`src/rtl/pipe_pkg.sv`:
```
// Shared pipeline definitions: scoreboard entry layout, forwarding select
// encodings and the RV32I opcodes decoded by the CPU top.
package pipe_pkg;

    localparam int REG_ADDR_W = 5;

    typedef struct packed {
        logic                  valid;
        logic [REG_ADDR_W-1:0] rd;
        logic                  is_load;
    } sb_entry_t;

    localparam logic [1:0] FWD_NONE = 2'd0;
    localparam logic [1:0] FWD_MEM  = 2'd1;
    localparam logic [1:0] FWD_WB   = 2'd2;

    localparam logic [6:0] OPC_LOAD   = 7'b0000011;
    localparam logic [6:0] OPC_STORE  = 7'b0100011;
    localparam logic [6:0] OPC_OP     = 7'b0110011;
    localparam logic [6:0] OPC_OP_IMM = 7'b0010011;
    localparam logic [6:0] OPC_BRANCH = 7'b1100011;
    localparam logic [6:0] OPC_JAL    = 7'b1101111;
    localparam logic [6:0] OPC_JALR   = 7'b1100111;
    localparam logic [6:0] OPC_LUI    = 7'b0110111;
    localparam logic [6:0] OPC_AUIPC  = 7'b0010111;

endpackage

```
`src/rtl/hazard_scoreboard.sv`:
```
// Shift register of in-flight register writers (index 0 = EX .. DEPTH-1 = WB),
// with a synchronous clear and a full freeze.
module hazard_scoreboard
    import pipe_pkg::*;
#(
    parameter int ADDR_W = 5,
    parameter int DEPTH  = 3
) (
    input  logic                         clk_i,
    input  logic                         rst_i,
    input  logic                         clear_i,
    input  logic                         freeze_i,
    input  logic                         in_valid_i,
    input  logic [ADDR_W-1:0]            in_rd_i,
    input  logic                         in_load_i,
    output logic [DEPTH-1:0]             valid_o,
    output logic [DEPTH-1:0][ADDR_W-1:0] rd_o,
    output logic [DEPTH-1:0]             load_o
);

    logic [DEPTH-1:0]             valid_q;
    logic [DEPTH-1:0][ADDR_W-1:0] rd_q;
    logic [DEPTH-1:0]             load_q;

    // NOTE: only valid_q strictly needs reset (rd/is_load are qualified by it),
    // but the entries are tiny so all fields reset to keep simulation X-free.
    always_ff @(posedge clk_i or posedge rst_i) begin
        if (rst_i) begin
            valid_q <= '0;
            rd_q    <= '0;
            load_q  <= '0;
        end else if (clear_i) begin
            valid_q <= '0;
            rd_q    <= '0;
            load_q  <= '0;
        end else if (!freeze_i) begin
            // NOTE: non-blocking assignments make every stage shift from the
            // pre-edge values, independent of statement order.
            valid_q <= {valid_q[DEPTH-2:0], in_valid_i};
            rd_q    <= {rd_q[DEPTH-2:0], in_rd_i};
            load_q  <= {load_q[DEPTH-2:0], in_load_i};
        end
    end

    assign valid_o = valid_q;
    assign rd_o    = rd_q;
    assign load_o  = load_q;

endmodule

```
`src/rtl/pipe_hazard_ctrl.sv`:
```
// Hazard/forwarding controller: load-use stall, branch flush, external freeze,
// registered EX forwarding selects and a saturating stall-cycle counter.
module pipe_hazard_ctrl
    import pipe_pkg::*;
#(
    parameter int ADDR_W   = 5,
    parameter int DEPTH    = 3,
    parameter int LOAD_LAT = 1,
    parameter int CNT_W    = 16,
    parameter int FWD_W    = $clog2(DEPTH)
) (
    input  logic              clk_i,
    input  logic              rst_i,
    input  logic              start_i,
    input  logic [ADDR_W-1:0] id_rs1_i,
    input  logic [ADDR_W-1:0] id_rs2_i,
    input  logic              id_rs1_used_i,
    input  logic              id_rs2_used_i,
    input  logic [ADDR_W-1:0] id_rd_i,
    input  logic              id_regwrite_i,
    input  logic              id_memread_i,
    input  logic              branch_taken_i,
    input  logic              ext_stall_i,
    output logic              stall_o,
    output logic              bubble_o,
    output logic              flush_o,
    output logic [FWD_W-1:0]  fwd_rs1_o,
    output logic [FWD_W-1:0]  fwd_rs2_o,
    output logic [CNT_W-1:0]  stall_cnt_o
);

    logic [DEPTH-1:0]             sb_valid;
    logic [DEPTH-1:0][ADDR_W-1:0] sb_rd;
    logic [DEPTH-1:0]             sb_load;
    logic                         sb_in_valid;

    logic [FWD_W-1:0] sel1, sel2;
    logic             lu1, lu2, hz;
    logic [FWD_W-1:0] fwd1_d, fwd1_q, fwd2_d, fwd2_q;
    logic [CNT_W-1:0] cnt_d, cnt_q;

    hazard_scoreboard #(
        .ADDR_W (ADDR_W),
        .DEPTH  (DEPTH)
    ) u_sb (
        .clk_i      (clk_i),
        .rst_i      (rst_i),
        .clear_i    (~start_i),
        .freeze_i   (ext_stall_i),
        .in_valid_i (sb_in_valid),
        .in_rd_i    (id_rd_i),
        .in_load_i  (id_memread_i),
        .valid_o    (sb_valid),
        .rd_o       (sb_rd),
        .load_o     (sb_load)
    );

    // Descending scan: the last hit assigned is the lowest index (youngest producer).
    // WB is skipped because the register file writes through to ID.
    always_comb begin
        // NOTE: every always_comb output gets a default first so no path infers a latch.
        sel1 = FWD_W'(FWD_NONE);
        sel2 = FWD_W'(FWD_NONE);
        lu1  = 1'b0;
        lu2  = 1'b0;
        for (int j = DEPTH - 1; j >= 0; j--) begin
            if (j != DEPTH - 1 && sb_valid[j]) begin
                if (id_rs1_used_i && id_rs1_i != '0 && sb_rd[j] == id_rs1_i) begin
                    sel1 = FWD_W'(j + 1);
                    lu1  = sb_load[j] && (j < LOAD_LAT);
                end
                if (id_rs2_used_i && id_rs2_i != '0 && sb_rd[j] == id_rs2_i) begin
                    sel2 = FWD_W'(j + 1);
                    lu2  = sb_load[j] && (j < LOAD_LAT);
                end
            end
        end
    end

    assign hz       = lu1 | lu2;
    assign flush_o  = start_i & branch_taken_i;
    assign stall_o  = start_i & (ext_stall_i | (hz & ~branch_taken_i));
    assign bubble_o = start_i & ~ext_stall_i & (branch_taken_i | hz);

    assign sb_in_valid = id_regwrite_i & (id_rd_i != '0) & ~bubble_o;

    always_comb begin
        fwd1_d = fwd1_q;
        fwd2_d = fwd2_q;
        if (!start_i) begin
            fwd1_d = '0;
            fwd2_d = '0;
        end else if (!ext_stall_i) begin
            fwd1_d = bubble_o ? '0 : sel1;
            fwd2_d = bubble_o ? '0 : sel2;
        end
    end

    assign cnt_d = (stall_o && cnt_q != '1) ? cnt_q + CNT_W'(1) : cnt_q;

    always_ff @(posedge clk_i or posedge rst_i) begin
        if (rst_i) begin
            fwd1_q <= '0;
            fwd2_q <= '0;
            cnt_q  <= '0;
        end else begin
            fwd1_q <= fwd1_d;
            fwd2_q <= fwd2_d;
            cnt_q  <= cnt_d;
        end
    end

    assign fwd_rs1_o   = fwd1_q;
    assign fwd_rs2_o   = fwd2_q;
    assign stall_cnt_o = cnt_q;

endmodule

```
`config.mk`:
```
export PLATFORM = sky130hd
export DESIGN_NAME = pipe_hazard_ctrl
export DESIGN_NICKNAME = d
export VERILOG_FILES = /design/src/rtl/pipe_pkg.sv /design/src/rtl/hazard_scoreboard.sv /design/src/rtl/pipe_hazard_ctrl.sv
export SDC_FILE = /design/constraint.sdc
export NUM_CORES = 1
export LEC_CHECK = 0
export ABC_AREA = 0
export BUFFER_PORTS_ARGS = -buffer_cell sky130_fd_sc_hd__buf_2
export CORE_MARGIN = 2
export CORE_UTILIZATION = 30
export CTS_CLUSTER_DIAMETER = 100
export DETAILED_ROUTE_END_ITERATION = 10
export PLACE_DENSITY = 0.53
export SLEW_MARGIN = 20
export SYNTH_ARGS = -nofsm -noshare
export SYNTH_HDL_FRONTEND = slang
export SYNTH_HIERARCHICAL = 1
export SYNTH_SLANG_ARGS = --single-unit
```
`constraint.sdc`:
```
create_clock -name clk_i -period 5.6 [get_ports clk_i]
set_input_delay 0.28 -clock clk_i [delete_from_list [all_inputs] [get_ports clk_i]]
set_output_delay 0.28 -clock clk_i [all_outputs]
set_load 0.005 [all_outputs]
```
==> out/qor.yml <==
detailed_routing:
  dr.pass1.iters: 4
  avgViaCountPerCell: 4.72
  ant_nets: 0
  drt_iter0_drc: 57
  avgRoutedWirePerCell_um: 14.0
  vias: 1422
  drc: 0
  wl_um: 4210
power:
  power.internal_uw: 403
  vdd_drop_max_uv: 86.5
  p_comb_frac: 0.188
  p_total_uw: 571
  p_leak_uw: 0.00107
  power_density_nw_per_um2: 256
  seqPwrFrac: 0.510
  p_sw_uw: 168
  switching_share: 0.294
  power.share.clock: 0.302
sta:
  skew_ps: 8.49
  period_minus_slack_ps: 2400
  hold_viol: 0
  tightest_slew_ps: 797
  fmaxAchievable_mhz: 416
  rsz0062_at_grt: "false"
  finalWorstSetupSlack_ps: 3200
  maxSlewViolCount: 0
  slew_headroom: 0.468
  setup_viol_count_final: 0
  fin_crit_sh: 0.429
  fin_setup_tns_ps: 0
floorplan:
  dieHeight_um: 82.8
  io_pins: 47
  die_w_um: 82.8
  die-area_um2: 6850
  row_count: 28
  core_um2: 5960
  initial_core_util: 0.313
synthesis:
  synth_area_um2: 1860
  syn_nets: 202
  yosys_warnings: 6
  netlist_instances: 177
  synth_area_per_cell_um2: 10.5
placement:
  place_congestion: 0.847
  port_buffers: 46
  post-place-ws_ps: 3390
  dpl.hpwl_um: 3250
status:
  outcome: "completed"
setup_path:
  critPathCaptureType: "output pin"
  crit_path_start_kind: "flop"
  worst_ep_required_time_ps: 5320
  path_class: "flop to output pin"
  cp.arrival_ps: 2120
  path_max_fanout: 4
clock_network:
  clockRootBuffer: "clkbuf_8"
  htreeDepth: 2
  clk_latency_ps: 280
  ctsResizeCount: 0
  cts_buffers: 5
  clk_pin_slew_ps: 70
  clock-sinks: 33
  ctsHoldBuffers: 0
  postCtsSetupBuffers: 0
  clockBufferDepth: 2
  cts_tree: "done"
grt:
  grt_pass1_vias: 1438
  grt_first_pass_wirelength_um: 6920
  antenna_found_initial: 0
  grt_max_degree: 21
  grt_use_total: 0.136
  grt_overflow: 0
cells_and_area:
  fillCellCount: 636
  drive_above_1_share: 0.283
  syn2layout_area_growth_pct: 19.6
  final_cell_mix: "46 x buf_2, 33 x dfrtp_1, 24 x xnor2_1, 22 x nor2_1"
  diodes: 0
  nNetsFinal: 250
  final_common_cell: "buf_2"
run:
  maxCapViolCount: 0
min_path:
  hold_path_class: "input pin to asynchronous set/reset pin"
-- power by group through the flow --
stage               Clock (uW)  Combinational [uW]  Sequential (uW)
detailed placement           0                 109              296
floorplan                    0                63.7              293
global route               191                 121              296
CTS                        181                 110              292
finish                     173                 107              291
global placement             0                 107              296
-- critical path, cell delays in order, from the launching register on --
cell     delay (ps)
dfrtp_1         420
xnor2_1         200
nand4_1         150
or3_4           420
a21oi_1         220
nor2_1           60
nor3_1          210
buf_2           170
-- cell type report --
class / count / area [um2] / area share
clock buffers: 6 / 72.6 / 0.0326
clock inverters: 2 / 10.0 / 0.00450
inverters: 8 / 30.0 / 0.0135
multi-input cells: 131 / 963 / 0.433
flip-flops and latches: 33 / 826 / 0.371
well taps: 75 / 93.8 / 0.0422
repair buffers: 46 / 230 / 0.103
-- final timing paths --
check	end	from	slack, ps	depth (start not counted)
setup / recovery	bubble_o	u_sb/rd_o[1]	3200	7
hold / removal	u_sb/rd_o[0]	rst_i	40	2
setup reg to reg	stall_cnt_o[1]	u_sb/rd_o[4]	3410	6
hold reg to reg	stall_cnt_o[11]	stall_cnt_o[11]	490	1
max in group asynchronous	stall_cnt_o[0]	rst_i	4950	2
min in group clk_i	u_sb/load_o[0]	id_memread_i	240	3
-- through the flow --
step	cell area (um2)	util	hold WS [ps]	cells
after CTS	2230	0.374	69.2	301
after global routing	2230	0.374	83.9	301
after detailed placement	2140	0.360	380	293
after floorplan	1860	-	157	177
final	2230	0.374	36.9	301
after global placement	2140	0.360	361	293
-- sequential cells by signal, summed over array words and instances (netlist names) --
signal / flops
stall_cnt_o: 16
u_sb/rd_o: 10
fwd_rs2_o: 2
fwd_rs1_o: 2
u_sb/valid_o: 2
u_sb/load_o: 1
-- per-layer routing --
layer  vias up  routed length [um]  global-route usage
li1        705                   -                   -
met1       668                1970               0.174
met2        42                1960               0.221
met3         7                 222              0.0335
met4         0                  63              0.0508
met5         -                   0                   0
Power figures use the tool's default switching activity.
